### src/rtl/mul16_share_arbiter_if.sv
// -----------------------------------------------------------------------------
// mul16_share_arbiter_if
//   Bundles the signals around a shared 16x16 multiplier arbiter: the request
//   side, the external multiplier operands and product, and the response side.
//
//   Signals:
//     req_valid [NREQ]      requester i has an operation pending
//     req_ready [NREQ]      requester i's operation is accepted this cycle
//     req_a/req_b [16*NREQ] operands, requester i at [16*i+15:16*i]
//     mul_a/mul_b [16]      operands presented to the shared multiplier
//     mul_prod [32]         product returned by the shared multiplier
//     rsp_valid/rsp_ready   response handshake
//     rsp_prod [32]         registered product
//     rsp_id [IDW]          index of the requester that owns rsp_prod
//
//   Modports:
//     slave  - the arbiter itself
//     master - the surrounding environment (requesters, multiplier, consumer)
// -----------------------------------------------------------------------------
interface mul16_share_arbiter_if #(
  parameter int NREQ = 4,
  parameter int IDW  = 2
);
  logic [NREQ-1:0]    req_valid;
  logic [NREQ-1:0]    req_ready;
  logic [16*NREQ-1:0] req_a;
  logic [16*NREQ-1:0] req_b;
  logic [15:0]        mul_a;
  logic [15:0]        mul_b;
  logic [31:0]        mul_prod;
  logic               rsp_valid;
  logic               rsp_ready;
  logic [31:0]        rsp_prod;
  logic [IDW-1:0]     rsp_id;

  modport slave (
    input  req_valid, req_a, req_b, mul_prod, rsp_ready,
    output req_ready, mul_a, mul_b, rsp_valid, rsp_prod, rsp_id
  );

  modport master (
    output req_valid, req_a, req_b, mul_prod, rsp_ready,
    input  req_ready, mul_a, mul_b, rsp_valid, rsp_prod, rsp_id
  );
endinterface

### src/rtl/mul16_share_arbiter.sv
// -----------------------------------------------------------------------------
// mul16_share_arbiter
//   Shares one external combinational 16x16 unsigned multiplier between NREQ
//   requesters. A round-robin arbiter accepts at most one operation per clock,
//   steers its operands to the multiplier and registers the 32-bit product,
//   tagged with the requester index, into a single-entry response slot.
//
//   Ports:
//     clk            system clock, rising edge
//     rst            synchronous active-high reset
//     bus            mul16_share_arbiter_if.slave (requests, multiplier, response)
//     stat_clr       (MUL_ARB_STATS_EN only) clears the busy counter
//     stat_busy_cnt  (MUL_ARB_STATS_EN only) saturating count of grant cycles
//
//   Optional feature macro: MUL_ARB_STATS_EN
//
//   Parameters:
//     NREQ  number of requesters (2..8)
//     IDW   width of rsp_id, 2**IDW >= NREQ
// -----------------------------------------------------------------------------
module mul16_share_arbiter #(
  parameter int NREQ = 4,
  parameter int IDW  = 2
) (
  input  logic                        clk,
  input  logic                        rst,
`ifdef MUL_ARB_STATS_EN
  input  logic                        stat_clr,
  output logic [31:0]                 stat_busy_cnt,
`endif
  mul16_share_arbiter_if.slave        bus
);

  typedef enum logic {
    SLOT_EMPTY = 1'b0,
    SLOT_FULL  = 1'b1
  } slot_t;

  slot_t          slot;
  logic [IDW-1:0] ptr;
  logic [IDW-1:0] ptr_next;
  logic [31:0]    prod_q;
  logic [IDW-1:0] id_q;

  logic           hi_found;
  logic [IDW-1:0] hi_idx;
  logic           lo_found;
  logic [IDW-1:0] lo_idx;
  logic           found;
  logic [IDW-1:0] cand;
  logic           can_accept;
  logic           grant;

  // ---------------------------------------------------------------------------
  // Round-robin candidate search.
  // The wrapped search from ptr is split into two priority scans: the lowest
  // valid index at or above ptr wins; failing that, the lowest valid index
  // overall (the wrapped part). Scanning downward lets the last hit win.
  // ---------------------------------------------------------------------------
  always_comb begin
    // NOTE: every combinational output gets a default before any conditional
    // assignment, so no path leaves it unassigned and no latch is inferred.
    hi_found = 1'b0;
    hi_idx   = '0;
    lo_found = 1'b0;
    lo_idx   = '0;
    for (int i = NREQ - 1; i >= 0; i--) begin
      if (bus.req_valid[i]) begin
        lo_found = 1'b1;
        lo_idx   = IDW'(i);
        if (i >= int'(ptr)) begin
          hi_found = 1'b1;
          hi_idx   = IDW'(i);
        end
      end
    end
  end

  // With no candidate, cand falls back to ptr so the operand mux still selects
  // a real (non-X) requester lane.
  assign found      = hi_found | lo_found;
  assign cand       = hi_found ? hi_idx : (lo_found ? lo_idx : ptr);
  assign can_accept = (slot == SLOT_EMPTY) | bus.rsp_ready;
  assign grant      = found & can_accept & ~rst;
  assign ptr_next   = (cand == IDW'(NREQ - 1)) ? '0 : cand + 1'b1;

  // One-hot grant and operand steering.
  always_comb begin
    bus.req_ready = '0;
    bus.mul_a     = '0;
    bus.mul_b     = '0;
    for (int i = 0; i < NREQ; i++) begin
      if (cand == IDW'(i)) begin
        bus.req_ready[i] = grant;
        bus.mul_a        = bus.req_a[16*i +: 16];
        bus.mul_b        = bus.req_b[16*i +: 16];
      end
    end
  end

  // ---------------------------------------------------------------------------
  // Response slot. A grant always loads the slot (overwriting a result that is
  // draining the same cycle); otherwise a handshake on the response empties it
  // while product and id keep their last values.
  // ---------------------------------------------------------------------------
  always_ff @(posedge clk) begin
    // NOTE: sequential state uses non-blocking assignments so every register
    // samples the pre-edge values regardless of statement order.
    if (rst) begin
      slot   <= SLOT_EMPTY;
      prod_q <= '0;
      id_q   <= '0;
      ptr    <= '0;
    end else if (grant) begin
      slot   <= SLOT_FULL;
      prod_q <= bus.mul_prod;
      id_q   <= cand;
      ptr    <= ptr_next;
    end else if ((slot == SLOT_FULL) && bus.rsp_ready) begin
      slot   <= SLOT_EMPTY;
    end
  end

  assign bus.rsp_valid = (slot == SLOT_FULL);
  assign bus.rsp_prod  = prod_q;
  assign bus.rsp_id    = id_q;

`ifdef MUL_ARB_STATS_EN
  // ---------------------------------------------------------------------------
  // Busy counter: counts grant cycles, saturates at all-ones; clear wins.
  // ---------------------------------------------------------------------------
  always_ff @(posedge clk) begin
    if (rst || stat_clr) begin
      stat_busy_cnt <= '0;
    end else if (grant && (stat_busy_cnt != '1)) begin
      stat_busy_cnt <= stat_busy_cnt + 32'd1;
    end
  end
`endif

endmodule

### src/flat_wrapper.sv
// flat-port wrapper written by rule: the top's interface ports become plain ports
module mul16_share_arbiter_flat 
#(
  parameter int NREQ = 4,
  parameter int IDW  = 2
)
  (clk, rst, bus_req_valid, bus_req_a, bus_req_b, bus_mul_prod, bus_rsp_ready, bus_req_ready, bus_mul_a, bus_mul_b, bus_rsp_valid, bus_rsp_prod, bus_rsp_id);
  mul16_share_arbiter_if #(.NREQ(NREQ), .IDW(IDW)) bus_i ();
  input  logic clk;
  input  logic rst;
  input wire logic [$bits(bus_i.req_valid)-1:0] bus_req_valid;
  input wire logic [$bits(bus_i.req_a)-1:0] bus_req_a;
  input wire logic [$bits(bus_i.req_b)-1:0] bus_req_b;
  input wire logic [$bits(bus_i.mul_prod)-1:0] bus_mul_prod;
  input wire logic [$bits(bus_i.rsp_ready)-1:0] bus_rsp_ready;
  output wire logic [$bits(bus_i.req_ready)-1:0] bus_req_ready;
  output wire logic [$bits(bus_i.mul_a)-1:0] bus_mul_a;
  output wire logic [$bits(bus_i.mul_b)-1:0] bus_mul_b;
  output wire logic [$bits(bus_i.rsp_valid)-1:0] bus_rsp_valid;
  output wire logic [$bits(bus_i.rsp_prod)-1:0] bus_rsp_prod;
  output wire logic [$bits(bus_i.rsp_id)-1:0] bus_rsp_id;
  assign bus_i.req_valid = bus_req_valid;
  assign bus_i.req_a = bus_req_a;
  assign bus_i.req_b = bus_req_b;
  assign bus_i.mul_prod = bus_mul_prod;
  assign bus_i.rsp_ready = bus_rsp_ready;
  assign bus_req_ready = bus_i.req_ready;
  assign bus_mul_a = bus_i.mul_a;
  assign bus_mul_b = bus_i.mul_b;
  assign bus_rsp_valid = bus_i.rsp_valid;
  assign bus_rsp_prod = bus_i.rsp_prod;
  assign bus_rsp_id = bus_i.rsp_id;
  mul16_share_arbiter #(.NREQ(NREQ), .IDW(IDW)) u_core (.clk(clk), .rst(rst), .bus(bus_i));
endmodule
### config.mk
export PLATFORM = sky130hd
export DESIGN_NAME = mul16_share_arbiter_flat
export DESIGN_NICKNAME = d
export VERILOG_FILES = /design/src/rtl/mul16_share_arbiter_if.sv /design/src/rtl/mul16_share_arbiter.sv /design/src/flat_wrapper.sv
export SDC_FILE = /design/constraint.sdc
export NUM_CORES = 1
export LEC_CHECK = 0
export ABC_CLOCK_PERIOD_IN_PS = 2900
export BUFFER_PORTS_ARGS = -buffer_cell sky130_fd_sc_hd__buf_2
export CAP_MARGIN = 20
export CORE_ASPECT_RATIO = 0.7
export CORE_MARGIN = 5
export CORE_UTILIZATION = 37
export DETAILED_ROUTE_END_ITERATION = 7
export PLACE_DENSITY_LB_ADDON = 0.2
export SLEW_MARGIN = 20
export SYNTH_ARGS = -nofsm -noshare
export SYNTH_HDL_FRONTEND = slang
export SYNTH_SLANG_ARGS = --single-unit
### constraint.sdc
create_clock -name clk -period 2.9 [get_ports clk]
set_input_delay 0.29 -clock clk [delete_from_list [all_inputs] [get_ports clk]]
set_output_delay 0.29 -clock clk [all_outputs]
set_load 0.05 [all_outputs]
After elaboration in Yosys (flattened, before gate mapping). Cells that the tools add are included.

Bits of input ports: 167. Register bits: 37.

Eq/ne operators: 3. Bitwise logic cells: 6. $lt $le $gt $ge: 3. Reductions and logical operators: 3. Add/sub/neg operators: 1. Multiplexer cells: 37.

Operators by type and width (number): 2-to-1 mux 16 bit (8); 2-to-1 mux 2 bit (13); 2-to-1 mux 1 bit (16); == test 2 bit, second input constant (2); greater-or-equal comparator 1 x 2 -> 1 bit, first input constant (2); adder 2 x 1 -> 2 bit, second input constant (1); AND 1 bit (2); == test 2 x 1 -> 1 bit, second input constant (1); greater-or-equal comparator 2 bit, first input constant (1); zero test 2 bit (1); inverter 1 bit (2); bitwise OR 1 bit (2); nonzero test 2 bit (1); logical AND 1 bit (1).

Depth between registers and ports, before layout. Gate-level depths: netlist of run 1.

Depth after elaboration: 13. Depth in mapped cells: 10. Depth with buffers taken out: 9.

Least setup slack after synthesis of run 1. Ideal clock, no wire load.

Path type: reg2out. From: register u_core.ptr[1]. To: output bus_mul_a[0]. Required time: 2610 ps. Data arrival time: 2981 ps. Setup slack: -371 ps. Cell stages (with the launch flop): 8. Cells stage by stage: dfxtp_1 > o311ai_0 > and2_1 > ha_1 > clkbuf_1 > clkbuf_1 > a221oi_1 > o31ai_1.

Word-level cells in the longest chain between the ends: 13. Elaborated cells on any way between the ends: 25. Those cells by class: order compare: 3; eq/ne: 3; mux: 18; reduce/logical: 1.

Ends and longest elaborated chain: from (decl) (line mul16_share_arbiter.sv:40) `logic [IDW-1:0] ptr;`; from (signal assigned) (line mul16_share_arbiter.sv:118) `ptr <= ptr_next;`; greater-or-equal comparator 2 bit (line mul16_share_arbiter.sv:71) `if (i >= int'(ptr)) begin`; 2-to-1 mux 2 bit / 2-to-1 mux 1 bit (equally long branches) (line mul16_share_arbiter.sv:71); 2-to-1 mux 2 bit / 2-to-1 mux 1 bit (equally long branches) (line mul16_share_arbiter.sv:68) `if (bus.req_valid[i]) begin`; 2-to-1 mux 2 bit / 2-to-1 mux 1 bit (equally long branches) (line mul16_share_arbiter.sv:71); 2-to-1 mux 2 bit / 2-to-1 mux 1 bit (equally long branches) (line mul16_share_arbiter.sv:68); 2-to-1 mux 2 bit / 2-to-1 mux 1 bit (equally long branches) (line mul16_share_arbiter.sv:71); 2-to-1 mux 2 bit / 2-to-1 mux 1 bit (equally long branches) (line mul16_share_arbiter.sv:68); 2-to-1 mux 2 bit * (line mul16_share_arbiter.sv:82) `assign cand = hi_found ? hi_idx : (lo_found ? lo_idx : ptr);`; zero test 2 bit (line mul16_share_arbiter.sv:93) `if (cand == IDW'(i)) begin`; 2-to-1 mux 16 bit (3 in series) (line mul16_share_arbiter.sv:93); 2-to-1 mux 16 bit * (line mul16_share_arbiter.sv:93); to (decl) (line flat_wrapper.sv:17) `output wire logic [$bits(bus_i.mul_a)-1:0] bus_mul_a;`.

Mark *: on every way between the ends. The rest lies on a longest branch, timed or not.

Final worst setup path of run 1.
From: register u_core.ptr[0]. To: output bus_mul_b[11].

Word-level cells in the longest chain between the ends: 13. Elaborated cells on any way between the ends: 25. Those cells by class: order compare: 3; eq/ne: 3; mux: 18; reduce/logical: 1.

Ends and longest elaborated chain: greater-or-equal comparator 2 bit (line mul16_share_arbiter.sv:71); 2-to-1 mux 2 bit / 2-to-1 mux 1 bit (equally long branches) (line mul16_share_arbiter.sv:71); 2-to-1 mux 2 bit / 2-to-1 mux 1 bit (equally long branches) (line mul16_share_arbiter.sv:68); 2-to-1 mux 2 bit / 2-to-1 mux 1 bit (equally long branches) (line mul16_share_arbiter.sv:71); 2-to-1 mux 2 bit / 2-to-1 mux 1 bit (equally long branches) (line mul16_share_arbiter.sv:68); 2-to-1 mux 2 bit / 2-to-1 mux 1 bit (equally long branches) (line mul16_share_arbiter.sv:71); 2-to-1 mux 2 bit / 2-to-1 mux 1 bit (equally long branches) (line mul16_share_arbiter.sv:68); 2-to-1 mux 2 bit * (line mul16_share_arbiter.sv:82); zero test 2 bit (line mul16_share_arbiter.sv:93); 2-to-1 mux 16 bit (3 in series) (line mul16_share_arbiter.sv:93); 2-to-1 mux 16 bit * (line mul16_share_arbiter.sv:93); to (decl) (line flat_wrapper.sv:18) `output wire logic [$bits(bus_i.mul_b)-1:0] bus_mul_b;`.

Marked as above.

==> results.txt, run 1 <==
The flow ran to the end, and the final reports show no timing, DRC or antenna violations. Cell type with the highest aggregate area in the netlist: sky130_fd_sc_hd__dfxtp_1. The maximum ir drop on the vdd rail was 0.562 mV; the static leakage was 2.07 nW.

For the max-slew violation count, the log shows 0. After synthesis, flip-flops and latches occupy 29.3% of the total area. In this run the count of I/O pins placed on the die edge is 238. Input and output buffers added on the ports amount to 237. Across the routed clock network, the largest skew measured is 0.00556 ns.

The horizontal extent of the die was 109 microns. Number of antenna violations at the first check in global routing: 0. The total number of vias was 3374; the post-layout instance count excluding filler cells was 659. Area share of the largest cell type after synthesis: 29.3%. Setup violations remaining at the end of the flow were counted as 0. The total wire length after detailed routing was 10.2 mm; the slew of the pin with the lowest slew margin was 0.457 ns. Setup slack closes at 0.0563 ns. At the worst endpoint, the required time is 2.61 ns. The power per standard cell area was 719 nW/um^2.

Once detail routing completed, the nets flagged for antenna violations numbered 0. After clock tree synthesis, the flow added hold-fix buffers numbering 0. The first detailed-routing pass ran for 4 iterations. The number of nets in the synthesized netlist is 509. The register bit total from synthesis is 37. Derived from the worst setup path, the maximum achievable clock frequency is 0.352 GHz.

After routing the design area is 4340 sq um. In this run the mean area of a mapped cell was 7.47 sq um. The deepest clock path buffer count is 2. The worst register-to-register path begins at u_core.ptr[1]. Yosys attributes the largest share of cell area to sky130_fd_sc_hd__dfxtp_1, sky130_fd_sc_hd__nand2_1, sky130_fd_sc_hd__a221oi_1, sky130_fd_sc_hd__o31ai_1, sky130_fd_sc_hd__nor2b_1. The cell count after placement was 650. The residual DRC count was 0; the via density per instance was 5.12. Kind of path behind the tightest hold check: input port to flop.

The starting DRC count in detailed routing was 194; the area of all sequential standard cells was 741 sq um. For this run the aggregate overflow at the end of global routing stands at 0. The total clock buffers created by CTS was 5. The run gives 0 as the final count of hold timing violations. For the critical path arrival, the log shows 2.55 ns. The worst hold path begins at bus_mul_prod[21]. The kind of end point of the critical path was an output port.

Fill cells in the final layout number 603. In this run the worst setup path begins at u_core.ptr[0]. The completed layout was analyzed and its total power is 3.12 mW.

For the global placer's final weighted congestion, the log shows 0.889. The number of max-capacitance violations reported came out at 0. Startpoint kind of the worst setup timing path: a flop. The final critical-path share of the clock period works out to 98.1%.

In the layout the commonest cells are sky130_fd_sc_hd__buf_2, sky130_fd_sc_hd__nand2_1, sky130_fd_sc_hd__dfxtp_1. Synthesis handed over a netlist of 338 instances. The logs give 8610 sq um for the total die area and 0.28 ns for the clock latency on the worst-skew pair. The mapped netlist covers 2530 sq um. The maximum fanout along the worst path is 21, and the area of combinational cells with multiple inputs is 1940 sq um.

The minimum clock period after layout is 2.84 ns, and the average wire per standard cell is 15.5 microns. The netlist uses 30 different library cells. The critical path in this run is classified as flop to output port.

Entering global routing, the biggest net connects 41 pins. Setup repair after global routing could not meet its margin everywhere. At the placement stage, the worst setup path has a slack of 0.184 ns.

The logs give 37.7% for the effective utilization at floorplan and 735 for the net count reported at finish. In this run the cell area measured after placement is 3960 sq um. The wire length of the first global-routing pass came out at 15.0 mm. Detailed placement ended at an HPWL of 7.98 mm.

The H-tree generated during clock tree synthesis spans 2 levels. The TritonCTS sink count came out at 37. Synthesis-to-finish area growth: 71.9%.

The run gives 69.5% as the relative max-transition margin. Clock tree root driver cell: sky130_fd_sc_hd__clkbuf_8. The overall die height was 79.1 microns. The number of diodes added for antenna fixing is 0, and the number of warnings issued by yosys is 0. The total area inside the core boundary comes to 6690 sq um. TritonCTS built the clock tree.

The aggregate negative setup slack is 0 ns, and the ratio of cells with drive above 1 in the final layout is 61.1%. The clock slew at the register clock pins of the worst setup and hold paths is 0.07 ns, and the aggregate global-route resource usage is 21.4%. The via count of the first global-routing pass came out at 3305.

The most common cell after layout, fill and taps aside was sky130_fd_sc_hd__buf_2. The floorplan has 25 rows.
## cell type report
class	count	area share, %
clock inverters	1	0.691
clock buffers	7	1.99
well taps	94	2.71
inverters	3	0.259
flip-flops and latches	37	17.1
multi-input cells	266	44.7
repair buffers	251	32.6
## logic make-up (layout without fill, tap and decap cells)
group	Yosys count	count (layout)	share of synthesized area (%)
and+or+nand+nor	153	153	29.3
AOI/OAI and AO/OA	109	109	31.7
DFF	37	37	29.3
buffers and inverters	35	262	7.63
adders and majority gates	4	4	1.98
## through the flow
| stage | utilization [%] | hold slack [ns] |
|---|---|---|
| finish | 64.9 | 0.241 |
| global placement | 59.1 | 0.438 |
| floorplan | - | 0.395 |
| global route | 64.9 | 0.228 |
| detailed placement | 59.1 | 0.443 |
| CTS | 61.0 | 0.230 |
## report_power, final
group | internal, mW | switching, mW | leakage, nW
registers | 0.548 | 0.0239 | 0.307
logic | 0.722 | 1.38 | 1.71
clock network | 0.280 | 0.167 | 0.0585
## synth_stat cells
cell type                  count
sky130_fd_sc_hd__nor2b_1      35
sky130_fd_sc_hd__ha_1          4
sky130_fd_sc_hd__nor2_1        4
sky130_fd_sc_hd__nor3_1        1
sky130_fd_sc_hd__clkbuf_1     24
sky130_fd_sc_hd__nand2_1      89
sky130_fd_sc_hd__buf_2         4
sky130_fd_sc_hd__nand3_1       1
sky130_fd_sc_hd__o31a_1        1
sky130_fd_sc_hd__and2b_1       1
sky130_fd_sc_hd__o41ai_1       1
sky130_fd_sc_hd__a311oi_1      1
sky130_fd_sc_hd__dfxtp_1      37
sky130_fd_sc_hd__buf_6         1
sky130_fd_sc_hd__nor2_2        1
sky130_fd_sc_hd__buf_12        3
sky130_fd_sc_hd__a21o_1        1
sky130_fd_sc_hd__o31ai_1      31
sky130_fd_sc_hd__inv_1         3
sky130_fd_sc_hd__o311ai_0      1
sky130_fd_sc_hd__a221oi_1     31
sky130_fd_sc_hd__nand3b_1      2
sky130_fd_sc_hd__a21oi_2      12
sky130_fd_sc_hd__or3_1         1
sky130_fd_sc_hd__nand2_2      11
sky130_fd_sc_hd__and2_1        5
sky130_fd_sc_hd__or2_1         1
sky130_fd_sc_hd__o21ai_0       2
sky130_fd_sc_hd__a21oi_1      28
sky130_fd_sc_hd__nor4_4        1
## state kept, by name, indices dropped and copies added, names as in the netlist
register              count
u_core.bus.rsp_prod      32
u_core.bus.rsp_id         2
u_core.ptr                2
u_core.bus.rsp_valid      1
## routing by layer
layer  vias to the layer above  share of wire, %  global-route usage, %
li1                       1648                 -                      -
met1                      1540                39                   25.6
met2                       152                51                   36.8
met3                        34               8.5                   6.42
met4                         0               2.4                   6.68
met5                         -                 0                      0
## critical path, stage by stage, from the launching register on
cell	delay (ns)
sky130_fd_sc_hd__dfxtp_1	0.36
sky130_fd_sc_hd__inv_1	0.07
sky130_fd_sc_hd__or3_1	0.42
sky130_fd_sc_hd__a21o_1	0.24
sky130_fd_sc_hd__ha_1	0.21
sky130_fd_sc_hd__nor2b_2	0.18
sky130_fd_sc_hd__buf_12	0.16
sky130_fd_sc_hd__a221oi_1	0.32
sky130_fd_sc_hd__o31ai_2	0.10
sky130_fd_sc_hd__buf_2	0.22
## path summary, 6_finish.rpt
kind / slack (ns) / cells past startpoint / to
hold / removal: 0.24 / 3 / u_core.bus.rsp_prod[21]
setup reg to reg: 1.32 / 6 / u_core.ptr[1]
hold reg to reg: 0.45 / 2 / u_core.bus.rsp_prod[19]
setup / recovery: 0.06 / 9 / bus_mul_b[11]
## timing repair
action	in CTS	in global routing
resized for setup	2	68
buffers inserted	0	1
endpoints found under the setup margin	2	32
cloned	0	0
pin swaps	0	2
No activity file was read; power rests on OpenSTA's default activity.
==> run 2: changes to the inputs <==
==> constraint.sdc (replaced) <==
create_clock -name clk -period 2.9 [get_ports clk]
set_input_delay 0.29 -clock clk [delete_from_list [all_inputs] [get_ports clk]]
set_output_delay 0.29 -clock clk [all_outputs]
set_load 0.01 [all_outputs]
==> run 2 against run 1 <==
Wire length fell by 0.76%. Count of clock-buffer cells in the layout is 1 lower. Sequential share of layout area rose by 1.9 points. First-iteration DRC count decreased by 26%. Setup slack gained 0.052 ns. Die area unchanged. Critical path type unchanged. Largest cell class unchanged. Largest power group unchanged.
==> results.txt, run 2 (same netlist as run 1, synthesis figures left out) <==
The flow ran to the end, and the final reports show no timing, DRC or antenna violations. The die is 109 microns wide. In this design, the stage delay of the slowest critical-path cell is 0.41 ns. After detailed routing, the total wire length is 10.1 mm.

The average wire per standard cell is 15.4 microns, and the minimum clock period after layout is 2.79 ns. Total of hold buffers inserted after clock tree synthesis: 0. The synthesis-to-finish area growth works out to 54.5%. The tools report the launch point of the worst path as u_core.ptr[0]. TritonCTS built the clock tree. Kind of end point of the critical path: an output port. The number of ports placed on the die boundary is 238. Summing over every cut layer, the via total after detailed routing is 3344. The critical path goes through inv_1, or3_1, a21o_1, ha_1, nor2b_2, buf_12, a221oi_1, o31ai_1, buf_2. Entering global routing, the biggest net connects 53 pins.

Counting along the longest clock path gives a buffer depth of 2. Before CTS, the worst setup slack after placement is 0.244 ns. In the routed design, unresolved DRC markers number 0. Setup violations remaining at the end of the flow were counted as 0. The tools report the clock latency on the worst-skew pair as 0.29 ns.

At the end of routability-driven placement, the weighted congestion stood at 0.949. The root buffer cell chosen for the clock tree is sky130_fd_sc_hd__clkbuf_8. Leaving out fill and tap cells, the most frequent cell in the layout is sky130_fd_sc_hd__buf_2. Path type of the worst setup path: flop to output port. The via count of the first global-routing pass was 3145. 0 antenna diodes ended up in the layout. The first global-routing pass estimated 15.1 mm of wire. The die covers 8610 sq um.

The maximum fanout along the worst path was 31. The post-route netlist has 51.6% of its cells at a drive strength greater than 1. Summed over all nets, the half-perimeter wirelength after detailed placement is 8.05 mm. In this run the remaining antenna-violating nets after routing total 0. The starting DRC count in detailed routing is 143. For this run, global-route usage on met3 was measured as 7.55%. The worst-case IR drop observed on VDD is 0.237 mV.

Dividing total power by cell area gives a power density of 526 nW/um^2. The logs give 21.6% for the aggregate global-route resource usage and 0 for the final count of hold timing violations. The critical path arrival came out at 2.50 ns.

The fraction of met2 tracks used by global routing was 35.5%. STA puts the critical path data required time at 2.61 ns. Number of max-capacitance violations reported: 0.

The kind of cell adding the most delay to the critical path was compound AO/OA/AOI/OAI gates. Headroom to the max-slew limit came out at 73.0%. The min-delay analysis places its worst path in the category input port to flop. Among all stages on the critical path, the largest delay is contributed by sky130_fd_sc_hd__or3_1.

The number of antenna violations at the first check in global routing is 0, and the number of levels in the clock H-tree is 2. The global-route layer with the greatest usage is met2. The floorplan step defined a core boundary enclosing 6690 sq um. The run gives 0 as the max-slew violation count.

At the end of the flow, the number of nets in the layout was 732. For the maximum clock frequency, the log shows 0.358 GHz. In the layout the commonest cells are sky130_fd_sc_hd__buf_2, sky130_fd_sc_hd__nand2_1, sky130_fd_sc_hd__dfxtp_1. The clock slew at the register clock pins of the worst setup and hold paths was 0.07 ns; the effective utilization at floorplan was 37.7%. The tools report the total power consumption of the routed design as 2.05 mW.

The run gives 37 as the TritonCTS sink count. The startpoint kind of the worst setup timing path was a flop. The die is 79.1 microns tall.

Together, buffers and inverters on the worst path number 3. The filler cells instantiated in the layout total 680. The first detailed-routing pass ran for 5 iterations.

For this run, global-route usage on met1 was measured as 26.8%. Counting the buffers created by CTS gives 5. The tools report the clock skew after layout as 0.00617 ns. The initialized floorplan defines 25 standard-cell rows. The number of port buffers came out at 237.

For this run, the share of the core covered by cells in the final layout is 58.3%. The register with the most flip-flops in the layout has 32 of them. In the finished design, the share of the clock period the worst path needs comes to 96.3%.

After global routing the overflow that remains totals 0. The worst-case setup margin in the final layout was 0.108 ns. Origin of the worst min-delay path: bus_mul_prod[16]. Critical register-to-register path startpoint: u_core.bus.rsp_valid.

For the pin with the worst max-slew slack, the measured transition is 0.405 ns. The via density per instance is 5.10. Static leakage: 1.91 nW.
[run 2: cell type report]
cell class	count	area (sq um)	area share, %
Clock buffer	6	72.6	1.86
Clock inverter	2	10.0	0.256
Inverter	3	11.3	0.288
Multi-Input combinational cell	266	1650	42.2
Sequential cell	37	741	19.0
Tap cell	94	118	3.01
Timing Repair Buffer	248	1310	33.4
[run 2: worst paths after layout]
kind | slack, ns | cells past startpoint | to
hold reg to reg | 0.45 | 2 | u_core.bus.rsp_prod[10]
setup reg to reg | 1.25 | 5 | u_core.bus.rsp_prod[19]
setup / recovery | 0.11 | 9 | bus_mul_b[3]
hold / removal | 0.23 | 3 | u_core.bus.rsp_prod[16]
[run 2: layer usage]
| metal | wire [microns] | part of all wire, % |
|---|---|---|
| met1 | 4060 | 40 |
| met2 | 4880 | 48 |
| met3 | 1030 | 10 |
| met4 | 166 | 1.6 |
| met5 | 0 | 0 |
[run 2: worst reg2reg max path, cell delays in order, from the launching register on]
cell	delay, ns
sky130_fd_sc_hd__dfxtp_1	0.32
sky130_fd_sc_hd__and2b_1	0.23
sky130_fd_sc_hd__or2_1	0.39
sky130_fd_sc_hd__buf_4	0.39
sky130_fd_sc_hd__nand2_1	0.11
sky130_fd_sc_hd__a21oi_1	0.14
[run 2: through the flow]
stage / TNS (ns) / area, sq um / hold slack (ns) / std cells
2_1_floorplan: 0 / 2530 / 0.395 / 338
3_3_place_gp: 0 / 3760 / 0.440 / 648
3_5_place_dp: 0 / 3760 / 0.443 / 648
4_1_cts: 0 / 3850 / 0.223 / 656
5_1_grt: -0.0390 / 3900 / 0.226 / 656
6_report: 0 / 3900 / 0.232 / 656
[run 2: power by group]
group	total, mW	switching (mW)	internal [mW]
logic	1.13	0.611	0.520
clock network	0.349	0.183	0.167
registers	0.572	0.0249	0.547
total	2.05	0.819	1.23
[run 2: repair_timing]
item / 4_1_cts / 5_1_grt
setup endpoints to repair: 4 / 23
gates resized for setup: 2 / 10
pin swaps: 0 / 3
gates cloned: 0 / 0
setup buffers: 0 / 0
